$ cat config.mk
export PLATFORM = sky130hd
export DESIGN_NAME = imem_fetch_sequencer_flat
export DESIGN_NICKNAME = d
export VERILOG_FILES = /design/src/rtl/imem_fetch_sequencer_if.sv /design/src/rtl/imem_fetch_sequencer.sv /design/src/flat_wrapper.sv
export SDC_FILE = /design/constraint.sdc
export NUM_CORES = 1
export LEC_CHECK = 0
export CORE_AREA = 2 2 167 169
export CTS_CLUSTER_DIAMETER = 50
export DETAILED_ROUTE_END_ITERATION = 16
export DIE_AREA = 0 0 169 171
export GPL_TIMING_DRIVEN = 1
export HOLD_SLACK_MARGIN = 0.08
export PLACE_DENSITY = 0.82
export SYNTH_ARGS = -nofsm -noshare
export SYNTH_HDL_FRONTEND = slang
export SYNTH_SLANG_ARGS = --single-unit
export TNS_END_PERCENT = 20
$ cat constraint.sdc
create_clock -name clk -period 5.1 [get_ports clk]
set_clock_uncertainty 0.05 [all_clocks]
set_input_delay 1.53 -clock clk [delete_from_list [all_inputs] [get_ports clk]]
set_output_delay 1.53 -clock clk [all_outputs]
set_load 0.1 [all_outputs]
$ cat src/rtl/imem_fetch_sequencer_if.sv
// Bus bundle between the instruction-memory fetch sequencer and its environment:
// program loader, instruction memory ports and the single-cycle datapath.
interface imem_fetch_sequencer_if #(
  parameter int DEPTH = 64
);
  localparam int AW = $clog2(DEPTH);

  // program loader
  logic          load_start;
  logic          load_valid;
  logic [31:0]   load_data;
  logic          load_last;
  logic          load_ready;

  // instruction memory
  logic          imem_we;
  logic [AW-1:0] imem_waddr;
  logic [31:0]   imem_wdata;
  logic [63:0]   imem_addr;
  logic [31:0]   imem_rdata;

  // datapath
  logic          run;
  logic          stall;
  logic          branch_taken;
  logic [63:0]   branch_target;
  logic [63:0]   pc_out;
  logic [31:0]   instr_out;
  logic          instr_valid;

  // status
  logic [AW:0]   loaded_count;
  logic [15:0]   retired_count;
  logic          halted;
  logic          fault;
  logic [63:0]   fault_pc;

  // sequencer side
  modport slave (
    input  load_start, load_valid, load_data, load_last,
    input  imem_rdata,
    input  run, stall, branch_taken, branch_target,
    output load_ready,
    output imem_we, imem_waddr, imem_wdata, imem_addr,
    output pc_out, instr_out, instr_valid,
    output loaded_count, retired_count, halted, fault, fault_pc
  );

  // environment side (loader, memory, datapath)
  modport master (
    output load_start, load_valid, load_data, load_last,
    output imem_rdata,
    output run, stall, branch_taken, branch_target,
    input  load_ready,
    input  imem_we, imem_waddr, imem_wdata, imem_addr,
    input  pc_out, instr_out, instr_valid,
    input  loaded_count, retired_count, halted, fault, fault_pc
  );
endinterface

$ cat src/rtl/imem_fetch_sequencer.sv
// Instruction memory fetch sequencer: loads a program through the IMEM write
// port, then steps the PC and issues instructions to a single-cycle datapath.
// LOAD and RUN are mutually exclusive, so memory is never written and fetched
// at the same time. RUN ends at a halt word, at end of program, or on a bad
// branch target (sticky fault with the offending pc captured).
module imem_fetch_sequencer #(
  parameter int          DEPTH     = 64,
  parameter logic [31:0] HALT_WORD = 32'hFFFFFFFF
) (
  input  logic                    clk,
  input  logic                    reset,
  imem_fetch_sequencer_if.slave   bus
);

  localparam int AW = $clog2(DEPTH);

  typedef enum logic [2:0] {
    S_IDLE,
    S_LOAD,
    S_RUN,
    S_HALT,
    S_FAULT
  } state_t;

  state_t        state_q, state_d;
  logic [63:0]   pc_q, pc_d;
  logic [AW-1:0] wptr_q, wptr_d;
  logic [AW:0]   loaded_q, loaded_d;
  logic [15:0]   retired_q, retired_d;
  logic          halted_q, halted_d;
  logic          fault_q, fault_d;
  logic [63:0]   fault_pc_q, fault_pc_d;

  logic          load_ready;
  logic          imem_we;
  logic [AW-1:0] imem_waddr;
  logic [31:0]   imem_wdata;
  logic [63:0]   imem_addr;
  logic [31:0]   instr_out;
  logic          instr_valid;

  logic [63:0]   prog_end;
  logic [63:0]   pc_plus4;
  logic          target_bad;

  // Retired-instruction counter saturates rather than wrapping.
  function automatic logic [15:0] sat_inc16(input logic [15:0] v);
    return (v == 16'hFFFF) ? v : v + 16'd1;
  endfunction

  // Byte address one past the last loaded word; every legal pc lies below it.
  assign prog_end   = {{(64-AW-3){1'b0}}, loaded_q, 2'b00};
  assign pc_plus4   = pc_q + 64'd4;
  assign target_bad = (bus.branch_target[1:0] != 2'b00) ||
                      (bus.branch_target >= prog_end);

  // State and architectural registers; reset returns everything to a blank IDLE.
  always_ff @(posedge clk) begin
    if (reset) begin
      state_q    <= S_IDLE;
      pc_q       <= 64'd0;
      wptr_q     <= '0;
      loaded_q   <= '0;
      retired_q  <= 16'd0;
      halted_q   <= 1'b0;
      fault_q    <= 1'b0;
      fault_pc_q <= 64'd0;
    end else begin
      state_q    <= state_d;
      pc_q       <= pc_d;
      wptr_q     <= wptr_d;
      loaded_q   <= loaded_d;
      retired_q  <= retired_d;
      halted_q   <= halted_d;
      fault_q    <= fault_d;
      fault_pc_q <= fault_pc_d;
    end
  end

  // Next-state and output decode; memory ports are only active in their own state.
  always_comb begin
    state_d     = state_q;
    pc_d        = pc_q;
    wptr_d      = wptr_q;
    loaded_d    = loaded_q;
    retired_d   = retired_q;
    halted_d    = halted_q;
    fault_d     = fault_q;
    fault_pc_d  = fault_pc_q;
    load_ready  = 1'b0;
    imem_we     = 1'b0;
    imem_waddr  = '0;
    imem_wdata  = 32'd0;
    imem_addr   = 64'd0;
    instr_out   = 32'd0;
    instr_valid = 1'b0;

    case (state_q)
      S_IDLE: begin
        if (bus.load_start) begin
          state_d  = S_LOAD;
          wptr_d   = '0;
          loaded_d = '0;
          halted_d = 1'b0;
          fault_d  = 1'b0;
        end else if (bus.run && (loaded_q != '0)) begin
          state_d   = S_RUN;
          pc_d      = 64'd0;
          retired_d = 16'd0;
          halted_d  = 1'b0;
          fault_d   = 1'b0;
        end
      end

      S_LOAD: begin
        load_ready = 1'b1;
        imem_we    = bus.load_valid;
        imem_waddr = wptr_q;
        imem_wdata = bus.load_data;
        if (bus.load_valid) begin
          wptr_d = wptr_q + {{(AW-1){1'b0}}, 1'b1};
          // A full memory closes the program even without load_last.
          if (bus.load_last || (wptr_q == AW'(DEPTH - 1))) begin
            loaded_d = {1'b0, wptr_q} + {{AW{1'b0}}, 1'b1};
            state_d  = S_IDLE;
          end
        end
      end

      S_RUN: begin
        imem_addr = pc_q;
        instr_out = bus.imem_rdata;
        if (!bus.stall) begin
          if (bus.imem_rdata == HALT_WORD) begin
            halted_d = 1'b1;
            state_d  = S_HALT;
          end else begin
            instr_valid = 1'b1;
            retired_d   = sat_inc16(retired_q);
            if (bus.branch_taken) begin
              if (target_bad) begin
                fault_d    = 1'b1;
                fault_pc_d = pc_q;
                state_d    = S_FAULT;
              end else begin
                pc_d = bus.branch_target;
              end
            end else if (pc_plus4 == prog_end) begin
              // Fell off the last word: stop with pc on the final instruction.
              halted_d = 1'b1;
              state_d  = S_HALT;
            end else begin
              pc_d = pc_plus4;
            end
          end
        end
      end

      S_HALT, S_FAULT: begin
        if (bus.load_start) begin
          state_d  = S_LOAD;
          wptr_d   = '0;
          loaded_d = '0;
          halted_d = 1'b0;
          fault_d  = 1'b0;
        end else if (bus.run) begin
          state_d   = S_RUN;
          pc_d      = 64'd0;
          retired_d = 16'd0;
          halted_d  = 1'b0;
          fault_d   = 1'b0;
        end
      end

      default: begin
        state_d = S_IDLE;
      end
    endcase
  end

  assign bus.load_ready    = load_ready;
  assign bus.imem_we       = imem_we;
  assign bus.imem_waddr    = imem_waddr;
  assign bus.imem_wdata    = imem_wdata;
  assign bus.imem_addr     = imem_addr;
  assign bus.pc_out        = pc_q;
  assign bus.instr_out     = instr_out;
  assign bus.instr_valid   = instr_valid;
  assign bus.loaded_count  = loaded_q;
  assign bus.retired_count = retired_q;
  assign bus.halted        = halted_q;
  assign bus.fault         = fault_q;
  assign bus.fault_pc      = fault_pc_q;

endmodule

$ cat src/flat_wrapper.sv
// flat-port wrapper written by rule: the top's interface ports become plain ports
module imem_fetch_sequencer_flat 
#(
  parameter int          DEPTH     = 64,
  parameter logic [31:0] HALT_WORD = 32'hFFFFFFFF
)
  (clk, reset, bus_load_start, bus_load_valid, bus_load_data, bus_load_last, bus_imem_rdata, bus_run, bus_stall, bus_branch_taken, bus_branch_target, bus_load_ready, bus_imem_we, bus_imem_waddr, bus_imem_wdata, bus_imem_addr, bus_pc_out, bus_instr_out, bus_instr_valid, bus_loaded_count, bus_retired_count, bus_halted, bus_fault, bus_fault_pc);
  imem_fetch_sequencer_if #(.DEPTH(DEPTH)) bus_i ();
  input  logic clk;
  input  logic reset;
  input wire logic [$bits(bus_i.load_start)-1:0] bus_load_start;
  input wire logic [$bits(bus_i.load_valid)-1:0] bus_load_valid;
  input wire logic [$bits(bus_i.load_data)-1:0] bus_load_data;
  input wire logic [$bits(bus_i.load_last)-1:0] bus_load_last;
  input wire logic [$bits(bus_i.imem_rdata)-1:0] bus_imem_rdata;
  input wire logic [$bits(bus_i.run)-1:0] bus_run;
  input wire logic [$bits(bus_i.stall)-1:0] bus_stall;
  input wire logic [$bits(bus_i.branch_taken)-1:0] bus_branch_taken;
  input wire logic [$bits(bus_i.branch_target)-1:0] bus_branch_target;
  output wire logic [$bits(bus_i.load_ready)-1:0] bus_load_ready;
  output wire logic [$bits(bus_i.imem_we)-1:0] bus_imem_we;
  output wire logic [$bits(bus_i.imem_waddr)-1:0] bus_imem_waddr;
  output wire logic [$bits(bus_i.imem_wdata)-1:0] bus_imem_wdata;
  output wire logic [$bits(bus_i.imem_addr)-1:0] bus_imem_addr;
  output wire logic [$bits(bus_i.pc_out)-1:0] bus_pc_out;
  output wire logic [$bits(bus_i.instr_out)-1:0] bus_instr_out;
  output wire logic [$bits(bus_i.instr_valid)-1:0] bus_instr_valid;
  output wire logic [$bits(bus_i.loaded_count)-1:0] bus_loaded_count;
  output wire logic [$bits(bus_i.retired_count)-1:0] bus_retired_count;
  output wire logic [$bits(bus_i.halted)-1:0] bus_halted;
  output wire logic [$bits(bus_i.fault)-1:0] bus_fault;
  output wire logic [$bits(bus_i.fault_pc)-1:0] bus_fault_pc;
  assign bus_i.load_start = bus_load_start;
  assign bus_i.load_valid = bus_load_valid;
  assign bus_i.load_data = bus_load_data;
  assign bus_i.load_last = bus_load_last;
  assign bus_i.imem_rdata = bus_imem_rdata;
  assign bus_i.run = bus_run;
  assign bus_i.stall = bus_stall;
  assign bus_i.branch_taken = bus_branch_taken;
  assign bus_i.branch_target = bus_branch_target;
  assign bus_load_ready = bus_i.load_ready;
  assign bus_imem_we = bus_i.imem_we;
  assign bus_imem_waddr = bus_i.imem_waddr;
  assign bus_imem_wdata = bus_i.imem_wdata;
  assign bus_imem_addr = bus_i.imem_addr;
  assign bus_pc_out = bus_i.pc_out;
  assign bus_instr_out = bus_i.instr_out;
  assign bus_instr_valid = bus_i.instr_valid;
  assign bus_loaded_count = bus_i.loaded_count;
  assign bus_retired_count = bus_i.retired_count;
  assign bus_halted = bus_i.halted;
  assign bus_fault = bus_i.fault;
  assign bus_fault_pc = bus_i.fault_pc;
  imem_fetch_sequencer #(.DEPTH(DEPTH), .HALT_WORD(HALT_WORD)) u_core (.clk(clk), .reset(reset), .bus(bus_i));
endmodule
==> results.ini, run 1 <==
[final_layout]
most-common-layout-cells = clkdlybuf4s50_1 (286), buf_4 (191), nor2_1 (167), dfxtp_1 (162), and2_1 (138)
regArea_um2 = 3240
drive_gt1_share_pct = 14.0
multiInputGateArea_um2 = 6780
layout.nets = 1919
final_common_cell = clkdlybuf4s50_1
areaGrowthSynthToFinish_pct = 45.7
antenna_cells = 0
fill_cells = 2487
utilization_pct = 56.8
final_area_um2 = 15500

[cts]
hold_buffers = 0
cts.sinks = 162
clk_latency_ns = 0.43
cts_setup_buffers = 0
cts_resized = 0
cts_tree = yes
numCtsBuffers = 17
path_clk_slew_ns = 0.07
clockRootBuffer = clkbuf_16
clockBufferDepth = 2
h-tree-depth = 4

[placement]
gp_congestion = 0.945
place_area_um2 = 15000
port_buffers = 425
dp_hpwl_mm = 32.0

[worst_setup_path]
crit_top_cell = nor4_1
cp_slowest_cell = nor4_1
crit_buf_inv = 1
r2r_setup_slack_ns = 0.61
required_ns = 5.40
rr_worst_depth = 11
critPathArrivalTime_ns = 5.12
max_stage_delay_ns = 0.61
r2r-end = u_core.bus.pc_out[31]
endpoint_kind = register
crit_chain = clkdlybuf4s50_1 > ha_1 > nor4_1 > nand4_1 > nor4_1 > o211a_1 > nor3_1 > nor2_1 > o21ai_4 > or2_2 > o21ai_0
critPathMaxFanout = 22
cp_top_family = simple AND/OR/NAND/NOR gates
criticalPathCategory = in -> reg
timing.rr.start = u_core.bus.pc_out[27]
cp-start-kind = primary input

[route]
dr.pass1.iters = 5
drc_errors = 0
via_per_inst = 5.79
antenna_left = 0
vias = 12300
avgRoutedWirePerCell_um = 20.6
routed_wl_mm = 43.9
drt_iter0_drc = 1399

[global_routing]
grt_start_max_net_pins = 102
track_usage_pct = 29.1
grt.overflow.total = 0
grt_pass1_vias = 11500
grt_antenna_before_repair = 1
grt_pass1_wl_mm = 66.4

[yosys]
postSynthCellCount = 1407
synth.cell_area_um2 = 10700
async_reset_ff_share_pct = 0
synth_fp_nets = 1553
yosys-top-cells-area = dfxtp_1 (30%), and2_1 (8.1%), mux2i_1 (6.8%)
syn_avg_cell_area_um2 = 7.57
ys_types = 64
synth_edf_count = 0
synth_top_area_share_pct = 30.4
yosysTopAreaCell = dfxtp_1
synth_top_flop_cell = dfxtp_1
ys_seq_area_share_pct = 30.4
synth-seq-cells = 162
ys_warn_count = 0

[floorplan]
initial_core_util_pct = 39.0
dieWidth_um = 169
ios = 426
die_h_um = 171
placementRows = 61
dieArea_um2 = 28900
core-area_um2 = 27300

[power]
ir_drop_mv = 0.362
totalPowerFinal_mw = 5.53
power.leakage_nw = 6.10
power_density_nw_per_um2 = 356

[timing]
hold_ws_ns = 0.437
fin_crit_sh_pct = 94.5
min_period_ns = 4.82
max_slew_margin_pct = 26.2
slew_violations = 0
grt_setup_unrepaired = false
hold_viol_final = 0
worstMarginPinSlew_ns = 1.10
setup_viol = 0
timing.fmax_ghz = 0.207

[worst_hold_path]
worst_hold_path.num_cells = 2
min_to = u_core.bus.fault_pc[6]
worstHoldStart = u_core.bus.fault_pc[6]
min_path_type = reg -> reg

[run]
cap_viol_max_count = 0

[status]
status = finished clean

[cell type report]
| cell class | count | area share [%] |
|---|---|---|
| sequential | 162 | 20.9 |
| tap | 346 | 2.79 |
| clock inverter | 12 | 0.870 |
| timing repair buffer | 485 | 28.6 |
| inverter | 17 | 0.411 |
| clock buffer | 18 | 2.76 |
| multi-input combinational | 1090 | 43.7 |
[metrics by stage]
stage	setup WS, ns	std cells	TNS [ns]
after floorplan	0.403	1407	0
after global placement	0.0498	2100	0
after detailed placement	-0.151	2100	-2.44
after CTS	0.280	2130	0
after global routing	0.225	2130	0
final	0.280	2130	0
[Yosys cell counts, types with 3 or more instances]
master,count
or2_2,6
nand4_1,57
a211oi_1,10
buf_4,4
mux2i_1,72
or4_1,9
a22oi_1,6
inv_1,17
xor2_1,27
and2_1,138
nand2b_1,17
o31ai_1,25
o41ai_1,3
buf_6,4
nor3b_1,4
ha_1,10
and4_1,10
nor4_1,52
nand2_1,55
a31oi_1,7
buf_2,24
and3_1,13
buf_1,7
a311oi_1,3
o21ai_1,9
o32ai_1,3
o21ai_0,32
o22ai_1,13
nor2b_1,15
nand3b_1,25
xnor2_1,44
dfxtp_1,162
nor2_1,168
nor4_2,3
clkbuf_1,97
nor4b_1,3
nand3_1,41
a21oi_1,112
or3_1,19
nor3_1,51
[worst reg2reg max path: cells and delay by family, from the launching register on]
kind / cells / cell delay, ns
xor gates and xnor gates: 1 / 0.19
buffers and inverters: 1 / 0.19
DFF: 1 / 0.61
and+or+nand+nor: 7 / 2.91
AOI/OAI and AO/OA: 2 / 0.39
[logic make-up after synthesis]
| family | share of synthesized area, % |
|---|---|
| multiplexers | 6.76 |
| adder cells (fa/ha/maj) | 1.17 |
| buffers and inverters | 6.19 |
| AO/OA/AOI/OAI | 13.6 |
| XOR/XNOR | 6.05 |
| AND/OR/NAND/NOR | 35.8 |
| flip-flops | 30.4 |
[worst max-delay path by stage]
stage	start	to	slack, ns	cells past startpoint
after floorplan	u_core.bus.pc_out[3]	u_core.bus.pc_out[61]	0.40	14
after global placement	bus_branch_target[8]	u_core.bus.pc_out[4]	0.05	11
after detailed placement	bus_branch_target[8]	u_core.bus.pc_out[31]	-0.15	11
after CTS	bus_branch_target[8]	u_core.bus.pc_out[31]	0.28	11
after global routing	bus_branch_target[8]	u_core.bus.pc_out[4]	0.23	11
final	bus_branch_target[8]	u_core.bus.pc_out[31]	0.28	11
[flip-flops by register name, summed over array words and instances (netlist names)]
name                      flops
u_core.bus.fault              1
u_core.bus.pc_out            64
u_core.bus.loaded_count       7
u_core.wptr_q                 6
u_core.bus.fault_pc          64
u_core.bus.retired_count     16
u_core.state_q                3
u_core.bus.halted             1
[metal layers]
metal	wire length (um)	track usage, %	vias up
li1	-	-	5732
met1	18700	38.7	5857
met2	20600	48.0	651
met3	3500	5.30	88
met4	1060	9.14	2
met5	17	0	-
[where the power goes]
group,switching [mW],leakage (nW),total [mW],internal [mW]
Sequential,0.0893,1.31,1.40,1.31
Combinational,2.12,4.52,2.83,0.703
Clock,0.590,0.265,1.31,0.720
Note: power is estimated with default switching activity, not from simulation.
==> inputs of run 2 (changes only) <==
- GPL_ROUTABILITY_DRIVEN: not set -> 0
- clock period: 5.1 -> 4.55 ns (I/O delays scaled with it)
==> results.ini, run 2 (same netlist as run 1, synthesis figures left out) <==
[cts]
numCtsBuffers = 17  ; unchanged
clk_latency_ns = 0.44  ; about the same
path_clk_slew_ns = 0.07  ; about the same
cts.sinks = 162  ; unchanged
clockRootBuffer = clkbuf_16
cts_tree = yes
h-tree-depth = 4  ; unchanged
clockBufferDepth = 2  ; unchanged

[timing]
max_slew_margin_pct = 25.8  ; -0.35 points
grt_setup_unrepaired = false
layout_setup_ws_ns = 0.213  ; -0.0674 ns
fin_tns_setup_ns = 0  ; unchanged
setup_viol = 0  ; unchanged
min_period_ns = 4.34
slew_violations = 0  ; unchanged
hold_viol_final = 0  ; unchanged
fin_crit_sh_pct = 95.3
timing.fmax_ghz = 0.231
worstMarginPinSlew_ns = 1.11  ; +0.00527 ns

[final_layout]
instances_no_fill = 2174  ; +2.1%
multiInputGateArea_um2 = 6790  ; +0.17%
areaGrowthSynthToFinish_pct = 55.9
fill_cells = 2300  ; -7.5%
final_common_cell = clkdlybuf4s50_1
regArea_um2 = 3250  ; about the same
final_area_um2 = 16600  ; +7.0%
most-common-layout-cells = clkdlybuf4s50_1 (284), buf_4 (177), nor2_1 (167), dfxtp_1 (160), and2_1 (138)
drive_gt1_share_pct = 16.3  ; +2.4 points
layout.nets = 1960  ; +2.1%

[global_routing]
grt_pass1_wl_mm = 67.1  ; +1.0%
grt_start_max_net_pins = 85  ; -17%
grt.overflow.total = 0  ; unchanged
grt_pass1_vias = 11800  ; +2.1%
track_usage_pct = 29.7  ; +0.56 points
grt_antenna_before_repair = 1  ; unchanged

[placement]
dp_hpwl_mm = 33.3  ; +4.2%
dp_cells = 2141  ; +2.0%
dpl_worst_slack_ns = -0.0537  ; +0.0970 ns
port_buffers = 425  ; unchanged
place_area_um2 = 16000  ; +6.8%

[worst_setup_path]
r2r-end = u_core.bus.pc_out[55]
rr_worst_depth = 13  ; +2
crit_end = u_core.bus.pc_out[55]
required_ns = 4.85  ; -0.55 ns
critPathMaxFanout = 26  ; +18%
r2r_setup_slack_ns = 0.21  ; -0.40 ns
endpoint_kind = register
cp-start-kind = register
criticalPathCategory = reg -> reg
timing.rr.start = u_core.bus.pc_out[2]
critPathArrivalTime_ns = 4.64  ; -0.48 ns
startpoint = u_core.bus.pc_out[2]

[route]
dr.pass1.iters = 6  ; +1
avgRoutedWirePerCell_um = 20.3  ; -1.4%
routed_wl_mm = 44.2  ; +0.64%
antenna_left = 0  ; unchanged
via_per_inst = 5.80  ; +0.28%
drc_errors = 0  ; unchanged
drt_iter0_drc = 1260  ; -9.9%
vias = 12600  ; +2.4%

[run]
cap_viol_max_count = 0  ; unchanged

[worst_hold_path]
min_path_type = reg -> reg

[floorplan]
dieArea_um2 = 28900  ; unchanged
ios = 426  ; unchanged
die_h_um = 171  ; unchanged
core-area_um2 = 27300  ; unchanged
placementRows = 61  ; unchanged
dieWidth_um = 169  ; unchanged
initial_core_util_pct = 39.0  ; unchanged

[power]
ir_drop_mv = 0.355  ; -2.1%
power.leakage_nw = 6.52  ; +7.0%
power_density_nw_per_um2 = 399  ; +12%

[status]
status = finished clean

==> run 2: cell types whose count changed in the layout (fill, tap and decap cells not counted), sizes merged, moves of 2 or more <==
cell           previous run  this run
buf                     199       242
clkdlybuf4s50           286       284
clkinv                    3         5
clkinvlp                  4         1
inv                      20        25
==> run 2: how the worst min path moves through the flow <==
| stage | slack, ns | cells after the start | start | endpoint |
|---|---|---|---|---|
| 2_1_floorplan | 0.42 | 2 | u_core.wptr_q[1] | u_core.wptr_q[1] |
| 3_3_place_gp | 0.42 | 2 | u_core.bus.fault_pc[47] | u_core.bus.fault_pc[47] |
| 4_1_cts | 0.45 | 2 | u_core.bus.fault_pc[12] | u_core.bus.fault_pc[12] |
| 6_report | 0.44 | 2 | u_core.bus.fault_pc[12] | u_core.bus.fault_pc[12] |
| 3_5_place_dp | 0.43 | 2 | u_core.bus.fault_pc[48] | u_core.bus.fault_pc[48] |
| 5_1_grt | 0.47 | 2 | u_core.bus.fault_pc[2] | u_core.bus.fault_pc[2] |
==> run 2: critical path, stage by stage, from the launching register on <==
cell	delay, ns
dfxtp_2	0.46
ha_1	0.31
nand3_2	0.16
or4_4	0.65
or4_1	0.61
xnor2_1	0.16
nor4_1	0.18
nand4_1	0.18
or4_4	0.63
o21ai_4	0.22
buf_12	0.20
buf_4	0.24
nand2_1	0.07
a21oi_1	0.13
==> run 2: cell type report <==
type / count / share of cell area (%)
Timing Repair Buffer: 526 / 32.9
Clock inverter: 15 / 1.12
Inverter: 17 / 0.384
Antenna cell: 1 / 0.0151
Sequential cell: 162 / 19.5
Clock buffer: 17 / 2.56
Multi-Input combinational cell: 1090 / 40.9
Tap cell: 346 / 2.61
==> run 2: what timing repair did <==
item                       CTS  global route
gates resized for setup      0             3
buffers inserted             0             0
hold buffers                 0             0
setup endpoints to repair    0            16
==> run 2: through the flow <==
stage / util (%) / power (mW) / hold slack (ns)
finish: 60.8 / 6.62 / 0.443
global route: 60.8 / 6.87 / 0.473
CTS: 60.7 / 6.63 / 0.450
detailed placement: 58.5 / 5.12 / 0.429
global placement: 58.5 / 5.07 / 0.423
floorplan: - / 3.92 / 0.419
==> run 2: where the power goes <==
group / total, mW / internal, mW / switching (mW)
combinational: 3.56 / 1.11 / 2.45
clock: 1.52 / 0.794 / 0.721
sequential: 1.55 / 1.47 / 0.0812
==> run 2: routing by layer <==
layer / vias up / global-route usage, % / wire, um
li1: 5826 / - / -
met1: 5921 / 37.4 / 17600
met2: 766 / 49.4 / 20900
met3: 107 / 7.24 / 4290
met4: 0 / 10.7 / 1400
met5: - / 0 / 0
==> patch 1 (flow settings as in run 2) <==
Reset style: asynchronous (`reset`), changed in one clocked block.
--- a/src/rtl/imem_fetch_sequencer.sv
+++ b/src/rtl/imem_fetch_sequencer.sv
@@ -55,7 +55,7 @@
                       (bus.branch_target >= prog_end);
 
   // State and architectural registers; reset returns everything to a blank IDLE.
-  always_ff @(posedge clk) begin
+  always_ff @(posedge clk or posedge reset) begin
     if (reset) begin
       state_q    <= S_IDLE;
       pc_q       <= 64'd0;
Formal check against the unedited RTL: differs if reset is asserted again (counterexample within 4 cycles, from zero or initial values and one cycle with reset high); with reset held inactive, the same outputs for 4 cycles.
==> patch 1 against run 2 <==
  * Synthesized area rose by 3.9%
  * Sequential cell count did not move
  * Worst setup slack got worse by 0.16 ns
  * Wire length is 11% higher
  * Die area unchanged
  * Cell area increased by 3.7%
  * Non-clock buffer count up 22
  * Critical path type is now in -> out
Power is not compared: it rests on default switching activity, and its combinational part moved more than twofold at a synthesized area within 25%.
==> patch 1: results (changes against run 2) <==
sta:
  fmax_mhz: 223  # -3.5%
  slew_headroom: 0.274  # +0.0161
  timing.hold.ws_ns: 0.430  # -0.0124 ns
global_route:
  grtUsageMet1: 0.392  # +0.0179
  antenna_found_initial: 3  # +2
  grtUsageTotal: 0.330  # +0.0338
  grt_max_degree: 90  # +5.9%
  met2_usage: 0.563  # +0.0686
  gr-usage-met3: 0.0745  # +0.00208
  grt_first_pass_wirelength_um: 73800  # +10%
logic_synthesis:
  synth_compound_area_frac: 0.184  # +0.0479
  netlist-cell-type-count: 63  # -1.6%
  synth_common_cells: "nand2_1 (168), dfrtp_1 (162), clkbuf_1 (93), o21ai_0 (89), and3_1 (84)"
  ys_seq_area_frac: 0.366  # +0.0617
  ys_top_cells_by_area: "dfrtp_1 (37%), nand2_1 (5.7%), and3_1 (4.7%), mux2_2 (4.2%), o21ai_0 (4.0%)"
  synthArstFlopShare: 1.00  # +1.00
  synthAdderAreaFrac: 0.0113  # -0.000443
  ys.flop_type: "dfrtp_1"
  syn_inst: 1333  # -5.3%
  synth_xor_area_frac: 0.0348  # -0.0257
  synth_nets: 1479  # -4.8%
  synth_mux_area_frac: 0.0480  # -0.0196
critical_path:
  cp.arrival_ns: 3.08  # -1.56 ns
  r2r-start: "u_core.bus.pc_out[21]$_DFFE_PP0P_"
  rr_worst_depth: 12  # -1
  crit_start: "bus_imem_rdata[17]"
  crit_path_end: "bus_instr_valid"
  r2r_end: "u_core.bus.pc_out[4]$_DFFE_PP0P_"
  reg2reg_slack_ns: 0.09  # -0.12 ns
  path_max_fanout: 3  # -88%
drt:
  drt_iter0_drc: 1636  # +30%
  vias: 13300  # +5.5%
  post_drt_wl_per_cell_um: 22.8  # +12%
  wl_met1_um: 17400  # -1.1%
  drc: 0  # unchanged
  highest_layer: "met5"
  wl_met2_um: 23600  # +13%
  met3_length_um: 5340  # +24%
  dr.pass1.iters: 7  # +1
clock_network:
  cts_resized: 4  # +4
finish:
  drive_gt1_frac: 0.213  # +0.0499
  layout.cells.non_filler: 2141  # -1.5%
  nets: 1926  # -1.7%
  fillers: 2246  # -2.3%
min_path:
  min_delay_worst_endpoint: "u_core.bus.fault_pc[5]$_DFFE_PP0P_"
  worstHoldStart: "u_core.bus.fault_pc[5]$_DFFE_PP0P_"
  holdPathStages: 2  # unchanged
placement:
  pre_cts_ws_ns: -0.297  # -0.243 ns
  post_dp_cell_area_um2: 16600  # +4.1%
  dp_hpwl_um: 36500  # +9.6%
status:
  run_status: "completed"
-- patch 1: changes by cell type after synthesis, sizes merged, moves of 33 or more --
| cell | before | now |
|---|---|---|
| a21oi | 112 | 27 |
| and2 | 138 | 49 |
| and3 | 13 | 84 |
| dfrtp | 0 | 162 |
| dfxtp | 162 | 0 |
| mux2 | 0 | 41 |
| mux2i | 72 | 7 |
| nand2 | 55 | 168 |
| nor2 | 168 | 70 |
| o21ai | 42 | 89 |
| o221ai | 0 | 33 |
-- patch 1: worst max-delay path: stages --
cell and delay, ns:
clkdlybuf4s50_1 0.48, nand4_1 0.18, nor4_4 0.35, buf_4 0.18, nand3_2 0.11, nand2_2 0.13, nor2_2 0.09, buf_12 0.19
-- patch 1: cell type report --
type,count,area (um2),share of cell area
inverter,47,180,0.0105
antenna,2,5.00,0.000291
sequential,162,4060,0.235
clock inverter,13,116,0.00676
timing repair buffer,548,5580,0.324
clock buffer,19,443,0.0257
multi-input combinational,1004,6420,0.373
tap,346,433,0.0251
==> patch 2 (config.mk and constraints of run 2) <==
Without the edit above. `DEPTH` is set to 64 in 3 places; all go to 128.
--- a/src/rtl/imem_fetch_sequencer_if.sv
+++ b/src/rtl/imem_fetch_sequencer_if.sv
@@ -1,7 +1,7 @@
 // Bus bundle between the instruction-memory fetch sequencer and its environment:
 // program loader, instruction memory ports and the single-cycle datapath.
 interface imem_fetch_sequencer_if #(
-  parameter int DEPTH = 64
+  parameter int DEPTH = 128
 );
   localparam int AW = $clog2(DEPTH);
 
--- a/src/rtl/imem_fetch_sequencer.sv
+++ b/src/rtl/imem_fetch_sequencer.sv
@@ -4,7 +4,7 @@
 // at the same time. RUN ends at a halt word, at end of program, or on a bad
 // branch target (sticky fault with the offending pc captured).
 module imem_fetch_sequencer #(
-  parameter int          DEPTH     = 64,
+  parameter int          DEPTH     = 128,
   parameter logic [31:0] HALT_WORD = 32'hFFFFFFFF
 ) (
   input  logic                    clk,
--- a/src/flat_wrapper.sv
+++ b/src/flat_wrapper.sv
@@ -1,7 +1,7 @@
 // flat-port wrapper written by rule: the top's interface ports become plain ports
 module imem_fetch_sequencer_flat 
 #(
-  parameter int          DEPTH     = 64,
+  parameter int          DEPTH     = 128,
   parameter logic [31:0] HALT_WORD = 32'hFFFFFFFF
 )
   (clk, reset, bus_load_start, bus_load_valid, bus_load_data, bus_load_last, bus_imem_rdata, bus_run, bus_stall, bus_branch_taken, bus_branch_target, bus_load_ready, bus_imem_we, bus_imem_waddr, bus_imem_wdata, bus_imem_addr, bus_pc_out, bus_instr_out, bus_instr_valid, bus_loaded_count, bus_retired_count, bus_halted, bus_fault, bus_fault_pc);
Ports: changed (resized bus_imem_waddr and bus_loaded_count); port bits go from 426 to 428. The function was not compared with the original's and may differ.
==> patch 2 against run 2 <==
  * Non-clock buffer count is 9 higher
  * Register-to-register slack better by 0.07 ns
  * Synthesized area grew 2.0%
  * Sequential cell count is 2 higher
  * Cell area up 0.28%
  * Wire length grew 10%
  * Sequential share of layout area up 0.17 points
  * Total power decreased by 13%
  * Worst setup slack got worse by 0.095 ns
  * Critical path type is now in -> out
  * Highest routed layer unchanged
==> patch 2: results (changes against run 2) <==
status:
  run_status: "completed"
clock_network:
  clockBufferDepth: 2  # unchanged
  clock_latency_ns: 0.45
  numCtsBuffers: 17  # unchanged
  cts_resized: 0  # unchanged
  cts_root_buffer: "clkbuf_16"
  post_cts_buffers: 0  # unchanged
sta:
  drv_slew: 0  # unchanged
  slew_headroom: 0.201  # -0.0569
  fmax_mhz: 226  # -2.2%
critical_path:
  reg2reg_slack_ns: 0.28  # +0.07 ns
  crit_path_end: "bus_instr_valid"
  path_max_fanout: 2  # -92%
  cpLargestDelayFamily: "buffers and inverters"
  crit_path_top_delay_cell: "clkdlybuf4s50_1"
  cp.arrival_ns: 3.02  # -1.62 ns
  r2r_end: "u_core.bus.pc_out[41]$_SDFFE_PP0P_"
  crit_start: "bus_imem_rdata[28]"
  r2r-start: "u_core.bus.pc_out[8]$_SDFFE_PP0P_"
  cpPeakStageDelay_ns: 0.48  # -0.17 ns
  rr_worst_depth: 11  # -2
min_path:
  worstHoldStart: "u_core.bus.fault_pc[8]$_SDFFE_PP0P_"
  hp-class: "reg -> reg"
  min_delay_worst_endpoint: "u_core.bus.fault_pc[8]$_SDFFE_PP0P_"
  holdPathStages: 2  # unchanged
finish:
  layout.cells.non_filler: 2278  # +4.8%
  fillers: 2352  # +2.3%
  nets: 2064  # +5.3%
  drive_gt1_frac: 0.169  # +0.00632
power_and_ir_drop:
  p_int_w: 0.00323  # -4.2%
  powerClk_w: 0.00168  # +11%
  top_power_group: "combinational cells"
  power_frac_comb: 0.444  # -0.094
  ir_worst_vdd_v: 0.000405  # +14%
  p_leak_nw: 6.33  # -2.9%
  power.total_w: 0.00576  # -13%
logic_synthesis:
  synth_nets: 1654  # +6.5%
  ys_seq_area_frac: 0.302  # -0.00227
  netlist-cell-type-count: 74  # +16%
  synthArstFlopShare: 0  # unchanged
  ys_top_cells_by_area: "dfxtp_1 (30%), and2_1 (7.9%), nand2_1 (7.1%), a21oi_1 (6.6%), nand4_1 (3.6%)"
  synth_common_cells: "nand2_1 (205), dfxtp_1 (164), a21oi_1 (143), and2_1 (137), clkbuf_1 (103)"
  syn_inst: 1507  # +7.1%
  ys.flop_type: "dfxtp_1"
global_route:
  grt_first_pass_wirelength_um: 73600  # +9.7%
  antenna_found_initial: 0  # -1
  grtUsageTotal: 0.327  # +0.0304
  grt_max_degree: 101  # +19%
  grt_pass1_vias: 13100  # +11%
drt:
  drt_iter0_drc: 1567  # +24%
  dr.pass1.iters: 7  # +1
  wirelength_um: 48800  # +10%
  post_drt_via_cell_ratio: 5.98  # +3.0%
flow_run:
  maxCapViolCount: 0  # unchanged
placement:
  place_inst: 2244  # +4.8%
  dp_hpwl_um: 36700  # +10%
  portBuffers: 427  # +0.47%
  pre_cts_ws_ns: 0.151  # +0.205 ns
## patch 2: changes by cell type after synthesis, sizes merged, moves of 9 or more
cell	change
nand3b	-19
a21oi	+32
o31ai	-24
mux2i	-55
xnor2	-9
o211ai	+9
nor4	-11
nand3	+24
nor2	-72
a31o	+9
a21o	+22
nor2b	-12
nand2	+150
## patch 2: routing by layer
metal	wire length [um]	vias to the layer above	track usage
met4	2590	0	0.171
met3	5320	181	0.0856
li1	-	6169	-
met2	22700	936	0.543
met5	0	-	0
met1	18200	6341	0.389
## patch 2: stage by stage
step	hold slack, ns	utilization	cell area (um2)
global route	0.423	0.609	16600
floorplan	0.440	-	10900
detailed placement	0.396	0.585	16000
global placement	0.392	0.585	16000
finish	0.405	0.609	16700
CTS	0.405	0.609	16600
## patch 2: kinds of logic (layout without fill, tap and decap cells)
| kind of cell | Yosys count | count (layout) | synth area share |
|---|---|---|---|
| compound gates | 305 | 305 | 0.171 |
| xor+xnor | 62 | 62 | 0.0512 |
| fa+ha+maj | 11 | 11 | 0.0127 |
| buf+inv | 169 | 592 | 0.0652 |
| flops | 164 | 164 | 0.302 |
| mux | 19 | 19 | 0.0177 |
| other cells | 0 | 2 | 0 |
| simple gates | 777 | 777 | 0.380 |
## patch 2: cell type report
| class | count | area share |
|---|---|---|
| Multi-Input combinational cell | 1174 | 0.415 |
| Timing Repair Buffer | 535 | 0.316 |
| Sequential cell | 164 | 0.197 |
| Tap cell | 346 | 0.0260 |
| Clock buffer | 17 | 0.0255 |
| Clock inverter | 15 | 0.0144 |
| Inverter | 25 | 0.00564 |
| Antenna cell | 2 | 0.000301 |
